--- config.mk ---
export PLATFORM = sky130hd
export DESIGN_NAME = sum_sq
export DESIGN_NICKNAME = d
export VERILOG_FILES = /design/src/rtl/sum_sq.sv
export SDC_FILE = /design/constraint.sdc
export NUM_CORES = 1
export LEC_CHECK = 0
export ABC_AREA = 1
export CAP_MARGIN = 20
export CORE_ASPECT_RATIO = 1.1
export CORE_MARGIN = 1
export CORE_UTILIZATION = 30
export DETAILED_ROUTE_END_ITERATION = 10
export GPL_ROUTABILITY_DRIVEN = 0
export GPL_TIMING_DRIVEN = 0
export PLACE_DENSITY = 0.5
export SYNTH_ARGS = -nofsm -noshare
export SYNTH_HDL_FRONTEND = slang
export SYNTH_SLANG_ARGS = --single-unit
--- constraint.sdc ---
create_clock -name clk_i -period 5.3 [get_ports clk_i]
set_input_delay 1.06 -clock clk_i [delete_from_list [all_inputs] [get_ports clk_i]]
set_output_delay 1.06 -clock clk_i [all_outputs]
set_load 0.01 [all_outputs]
--- src/rtl/sum_sq.sv ---
`default_nettype none
// ============================================================================
// Module   : sum_sq
// Brief    : Sequential y = a*a + b*b, one shift-add partial product per cycle.
// Revision : 1.0 - initial release
// ============================================================================
module sum_sq #(
    parameter int IN_W  = 8,
    parameter int OUT_W = 2 * IN_W + 2
) (
    input  logic             clk_i,
    input  logic             rst_i,
    input  logic             start_i,
    input  logic [IN_W-1:0]  a_bi,
    input  logic [IN_W-1:0]  b_bi,
    output logic [OUT_W-1:0] y_bo,
    output logic             busy_o,
    output logic             done_o
);

    localparam int             c_CNT_W = (IN_W > 1) ? $clog2(IN_W) : 1;
    localparam logic [c_CNT_W-1:0] c_LAST = c_CNT_W'(IN_W - 1);

    typedef enum logic [1:0] {
        S_IDLE = 2'd0,
        S_SQ_A = 2'd1,
        S_SQ_B = 2'd2,
        S_FIN  = 2'd3
    } state_t;

    state_t              r_state;
    state_t              w_next;
    logic [IN_W-1:0]     r_a;
    logic [IN_W-1:0]     r_b;
    logic [c_CNT_W-1:0]  r_cnt;
    logic [OUT_W-1:0]    r_acc;
    logic [OUT_W-1:0]    r_y;
    logic                r_done;

    logic [IN_W-1:0]     w_op;
    logic                w_bit;
    logic                w_last;
    logic [OUT_W-1:0]    w_addend;

    // Squaring x is sum over set bits x[i] of (x << i), so the same operand
    // serves as both multiplier and multiplicand.
    assign w_op     = (r_state == S_SQ_A) ? r_a : r_b;
    assign w_bit    = w_op[r_cnt];
    assign w_last   = (r_cnt == c_LAST);
    assign w_addend = {{(OUT_W-IN_W){1'b0}}, w_op} << r_cnt;

    always_ff @(posedge clk_i or posedge rst_i) begin
        if (rst_i) begin
            r_state <= S_IDLE;
        end else begin
            r_state <= w_next;
        end
    end

    always_comb begin
        w_next = r_state;
        case (r_state)
            S_IDLE: if (start_i) w_next = S_SQ_A;
            S_SQ_A: if (w_last)  w_next = S_SQ_B;
            S_SQ_B: if (w_last)  w_next = S_FIN;
            S_FIN:               w_next = S_IDLE;
            default:             w_next = S_IDLE;
        endcase
    end

    always_ff @(posedge clk_i or posedge rst_i) begin
        if (rst_i) begin
            r_a    <= '0;
            r_b    <= '0;
            r_cnt  <= '0;
            r_acc  <= '0;
            r_y    <= '0;
            r_done <= 1'b0;
        end else begin
            r_done <= 1'b0;
            case (r_state)
                S_IDLE: begin
                    if (start_i) begin
                        r_a   <= a_bi;
                        r_b   <= b_bi;
                        r_acc <= '0;
                        r_cnt <= '0;
                    end
                end
                S_SQ_A, S_SQ_B: begin
                    if (w_bit) r_acc <= r_acc + w_addend;
                    r_cnt <= w_last ? '0 : r_cnt + 1'b1;
                end
                S_FIN: begin
                    r_y    <= r_acc;
                    r_done <= 1'b1;
                end
                default: ;
            endcase
        end
    end

    assign y_bo   = r_y;
    assign done_o = r_done;
    assign busy_o = (r_state != S_IDLE);

endmodule
`default_nettype wire

==> impl_metrics.tcl, run 1 <==
set metrics [dict create \
    core.rowCount 41 \
    grt_pass1_vias 3060 \
    ir_drop_mv 0.3122 \
    drtIter0Drc 125 \
    hpwl_um 6392 \
    dieHeight_um 116.6 \
    fmax_mhz 286.0 \
    cts_tree "built" \
    layout-drive-gt1-share 0.1074 \
    path_clk_slew_ps 50 \
    ys.flop_type "dfrtp_1" \
    drc 0 \
    vias 3035 \
    async_flop_share 1.000 \
    cts_resized 0 \
    maxSlewViolCount 0 \
    holdWs_ps 502.0 \
    placed_cells 637 \
    use_met1 0.1701 \
    grt_pass1_wl_um 14030 \
    place_area_um2 4168 \
    grt_util_met2 0.2619 \
    finalSetupTns_ps 0 \
    seq_area_frac_synth 0.4055 \
    num-fill-cells 1209 \
    antenna_found_initial 0 \
    ctsHtreeMaxLevel 3 \
    yosysTopAreaCell "dfrtp_1" \
    netlist_area_um2 3580 \
    via_per_inst 4.648 \
    syn_nets 490 \
    finalCritPeriodShare 0.6598 \
    clock-sinks 58 \
    multi_input_area_um2 1891 \
    ant_nets 0 \
    synth.area.top_cells "dfrtp_1 (41%), nand2_1 (14%), ha_1 (7.7%)" \
    core-area_um2 11540 \
    finalNetCount 540 \
    ys_warn_count 0 \
    wirelength_um 8132 \
    cap_viol_max_count 0 \
    cts_setup_buffers 0 \
    clockBufferDepth 2 \
    cts-buffers-inserted 9 \
    die_x_um 106.2 \
    setup_slack_ps 1803 \
    ys_types 30 \
    worstMarginPinSlew_ps 657.3 \
    rsz0062_at_grt "no" \
    hold_violations 0 \
    syn_avg_cell_area_um2 7.990 \
    final_util 0.3841 \
    worstPathRequired_ps 5510 \
    antenna_cells 0 \
    place_ws_ps 1828 \
    synth_xor_area_frac 0.02691 \
    total_power_mw 2.827 \
    dieArea_um2 12370 \
    period_needed_ps 3497 \
    clock-root-buffer "clkbuf_16" \
    timing.slew.headroom 0.5618 \
    synth_mux_area_frac 0.08109 \
    worst_ep_arrival_time_ps 3710 \
    drtPass1Iterations 4 \
    ys_ff_latch 58 \
    synth-simple-area-share 0.2143 \
    synthAdderAreaFrac 0.08249 \
    grt_start_max_net_pins 35 \
    seqCellArea_um2 1451 \
    run_status "complete, no violations" \
    final_cells 653 \
    synth_cells 448 \
    use_met3 0.02902 \
    holdPathStages 1 \
    syn2layout_area_growth_pct 23.84 \
    synth_top_family_by_area "simple AND/OR/NAND/NOR gates" \
    synth_compound_area_frac 0.1234 \
    worstSetupEndpointType "flip-flop" \
    grt_use_total 0.1455 \
    grt_overflow 0 \
    worstRegToRegCells 21 \
    critical_path_class "reg2reg" \
    start_kind "flip-flop" \
    design_area_um2 4433 \
    p_leak_nw 2.150 \
    synth_edf_count 0 \
    grt_busiest_layer "met2" \
    r2r_setup_slack_ps 1800 \
    cp_max_fo 10 \
    post_drt_wl_per_cell_um 12.45 \
    power_density_nw_per_um2 637.6 \
    postCtsHoldBufs 0 \
    port-buffer-count 38 \
    skew_ps 8.846 \
    setup_viol 0 \
    insertion_delay_ps 320 \
    initial_core_util 0.3101 \
    synth_top_area_share 0.4055 \
    ios 39 \
    hold_path.class "reg2reg" \
]
layout make-up:
cell class              count  area share
repair buffers             39     0.09032
inverters                  39     0.03302
plain buffers              15     0.02060
clock inverters             3    0.003387
well taps                 150     0.04234
clock buffers              13     0.05645
multi-input cells         336      0.4265
flip-flops and latches     58      0.3274
critical path, stage by stage (launching register included):
cell and delay (ps):
dfrtp_1 390, inv_1 120, ha_1 180, buf_6 130, buf_6 130, nand2_1 50
o21ai_1 110, nand2_1 100, inv_1 70, nand2_1 70, nor2_1 120, ha_1 250
inv_1 70, fa_1 400, o21ai_0 490, nand2_1 170, a21oi_1 240, nor2_1 60
nand2_1 70, nand2_1 50, nand2_1 50, nand2_1 50
cells in the final DEF (no fill, tap or decap), drive strengths merged, types with 3 or more instances in the layout:
master,instances
nand2,132
dfrtp,58
o21ai,46
inv,39
clkdlybuf4s50,38
nor2,37
a21oi,30
mux2,24
ha,22
nand3,18
clkbuf,16
buf,13
xnor2,9
nand4,3
clkinv,3
power by group:
part / leakage (nW) / internal [mW] / switching (mW)
registers: 0.746 / 0.606 / 0.0857
clock network: 0.133 / 0.326 / 0.188
logic: 1.27 / 0.662 / 0.960
final timing paths:
check / to / from
max in group asynchronous: done_o / rst_i
min in group asynchronous: y_bo[6] / rst_i
min reg2reg: y_bo[12] / y_bo[12]
max reg2reg: r_acc[12] / r_state[1]
max: r_acc[12] / r_state[1]
min: y_bo[12] / y_bo[12]
layer usage:
| layer | vias to the layer above | part of all wire |
|---|---|---|
| met1 | 1407 | 0.46 |
| met5 | - | 0 |
| li1 | 1568 | - |
| met3 | 12 | 0.036 |
| met2 | 48 | 0.49 |
| met4 | 0 | 0.017 |
flip-flops by register name, indices dropped and copies added, names as in the netlist:
signal	flops
y_bo	18
r_acc	18
r_cnt	3
r_state	2
done_o	1
r_a	8
r_b	8
cells by family after synthesis:
family / Yosys count
fa+ha+maj: 23
mux: 26
flops: 58
xor+xnor: 11
compound gates: 83
simple gates: 193
buf+inv: 54
synth_stat cells, drive strengths merged (3+ instances only):
library cell,n
nand2,132
dfrtp,58
o21ai,46
inv,39
nor2,37
a21oi,30
mux2,24
ha,22
nand3,18
buf,12
xnor2,9
clkbuf,3
nand4,3
No activity file was read; power rests on OpenSTA's default activity.
==> run 2: changes to the inputs <==
==> constraint.sdc (replaced) <==
create_clock -name clk_i -period 3.3 [get_ports clk_i]
set_input_delay 0.66 -clock clk_i [delete_from_list [all_inputs] [get_ports clk_i]]
set_output_delay 0.66 -clock clk_i [all_outputs]
set_load 0.01 [all_outputs]
==> run 2 against run 1 <==
  * Combinational power rose by 64%
  * Critical path type unchanged
  * Die area did not move
  * Worst setup slack got worse by 1500 ps
  * Critical path depth fell by 1
  * Register-to-register slack got worse by 1500 ps
  * Sequential share of layout area fell by 0.32 points
  * Via count barely moved
==> impl_metrics.tcl, run 2 (synthesis results as in run 1) <==
set metrics [dict create \
    cts-buffers-inserted 9 \
    ctsHtreeMaxLevel 3 \
    worstRegToRegCells 20 \
    post_drt_wl_per_cell_um 12.46 \
    final_util 0.3879 \
    finalNetCount 542 \
    layout_common_cells "nand2_1 (131), dfrtp_1 (58), clkdlybuf4s50_1 (38)" \
    cap_viol_max_count 0 \
    cts_tree "built" \
    layout-drive-gt1-share 0.1307 \
    worstMarginPinSlew_ps 659.1 \
    ant_nets 0 \
    grt_use_total 0.1455 \
    drtPass1Iterations 4 \
    dieArea_um2 12370 \
    power_density_nw_per_um2 1026 \
    clock-root-buffer "clkbuf_16" \
    core-area_um2 11540 \
    holdPathStages 1 \
    drc 0 \
    die_x_um 106.2 \
    path_clk_slew_ps 50 \
    period_needed_ps 3039 \
    initial_core_util 0.3101 \
    place_ws_ps -172.4 \
    grt_start_max_net_pins 35 \
    hold_violations 0 \
    fmax_mhz 329.0 \
    grt_pass1_wl_um 14030 \
    dieHeight_um 116.6 \
    holdWs_ps 502.7 \
    vias 3032 \
    worst_ep_arrival_time_ps 3250 \
    syn2layout_area_growth_pct 25.06 \
    antenna_cells 0 \
    finalSetupTns_ps 0 \
    grt_pass1_vias 3062 \
    hpwl_um 6392 \
    start_kind "flip-flop" \
    critical_path_class "reg2reg" \
    total_power_mw 4.595 \
    final_common_cell "nand2_1" \
    drtIter0Drc 101 \
    port-buffer-count 38 \
    grt_overflow 0 \
    cp_max_fo 10 \
    p_leak_nw 2.160 \
    skew_ps 8.784 \
    maxSlewViolCount 0 \
    core.rowCount 41 \
    final_cells 655 \
    placed_cells 637 \
    clockBufferDepth 2 \
    worstSetupEndpointType "flip-flop" \
    ir_drop_mv 0.5071 \
    worstPathRequired_ps 3510 \
    setup_slack_ps 260.8 \
    hold_path.class "reg2reg" \
    insertion_delay_ps 320 \
    rsz0062_at_grt "no" \
    num-fill-cells 1210 \
    antenna_found_initial 0 \
    via_per_inst 4.629 \
    place_area_um2 4168 \
    design_area_um2 4477 \
    finalCritPeriodShare 0.9210 \
    setup_viol 0 \
    ios 39 \
    clock-sinks 58 \
    run_status "complete, no violations" \
    wirelength_um 8160 \
    timing.slew.headroom 0.5606 \
]
## run 2: path summary, 6_finish.rpt
| path | end | slack, ps | startpoint |
|---|---|---|---|
| worst max-delay path | r_acc[16] | 260 | r_state[1] |
| worst min-delay path | y_bo[12] | 500 | y_bo[12] |
| worst max register to register | r_acc[16] | 260 | r_state[1] |
| worst min register to register | y_bo[12] | 500 | y_bo[12] |
| max in group asynchronous | y_bo[2] | 2020 | rst_i |
| min in group asynchronous | y_bo[6] | 700 | rst_i |
## run 2: area by class of cell
class                   instances  area, µm²  share of cell area
plain buffers                  15      91.34             0.02040
clock buffers                  13      250.2             0.05590
clock inverters                 3      15.01            0.003354
inverters                      39      146.4             0.03270
multi-input cells             336       1919              0.4287
flip-flops and latches         58       1451              0.3242
well taps                     150      187.7             0.04192
repair buffers                 41      415.4             0.09279
## run 2: critical path, stage by stage, from the launching register on
cell     delay, ps
dfrtp_1        380
inv_2           70
ha_1           190
buf_6          140
buf_6          130
o21ai_1        190
nand2_1        100
inv_1           80
nand2_1         80
nor2_2         110
ha_2           220
inv_1           60
fa_1           410
o21ai_2        200
nand2_1        130
nand2_1        120
nand2_1         80
nand2_1         70
nand2_1         50
nand3_1         80
o21ai_2         50
## run 2: timing repair
action | in CTS | in global routing
hold buffers | 0 | 0
setup endpoints to repair | 5 | 10
buffers inserted | 0 | 2
gates resized for setup | 2 | 14
pin swaps | 0 | 5
## run 2: power breakdown
group / internal, mW / switching, mW
registers: 0.973 / 0.139
clock network: 0.523 / 0.301
logic: 1.09 / 1.57
## run 2: metal layers
layer	global-route usage	wire length [µm]
met2	0.2641	4041
met3	0.02846	204
met4	0.05556	125
met5	0	0
met1	0.1698	3788
==> run 3: changes to the inputs <==
--- a/config.mk
+++ b/config.mk
@@ -6,6 +6,7 @@
 export NUM_CORES = 1
 export LEC_CHECK = 0
 export ABC_AREA = 1
+export ABC_CLOCK_PERIOD_IN_PS = 3300
 export CAP_MARGIN = 20
 export CORE_ASPECT_RATIO = 1.1
 export CORE_MARGIN = 1
==> results of run 3 <==
No change in the layout: final DEF, timing and power equal those of run 2.
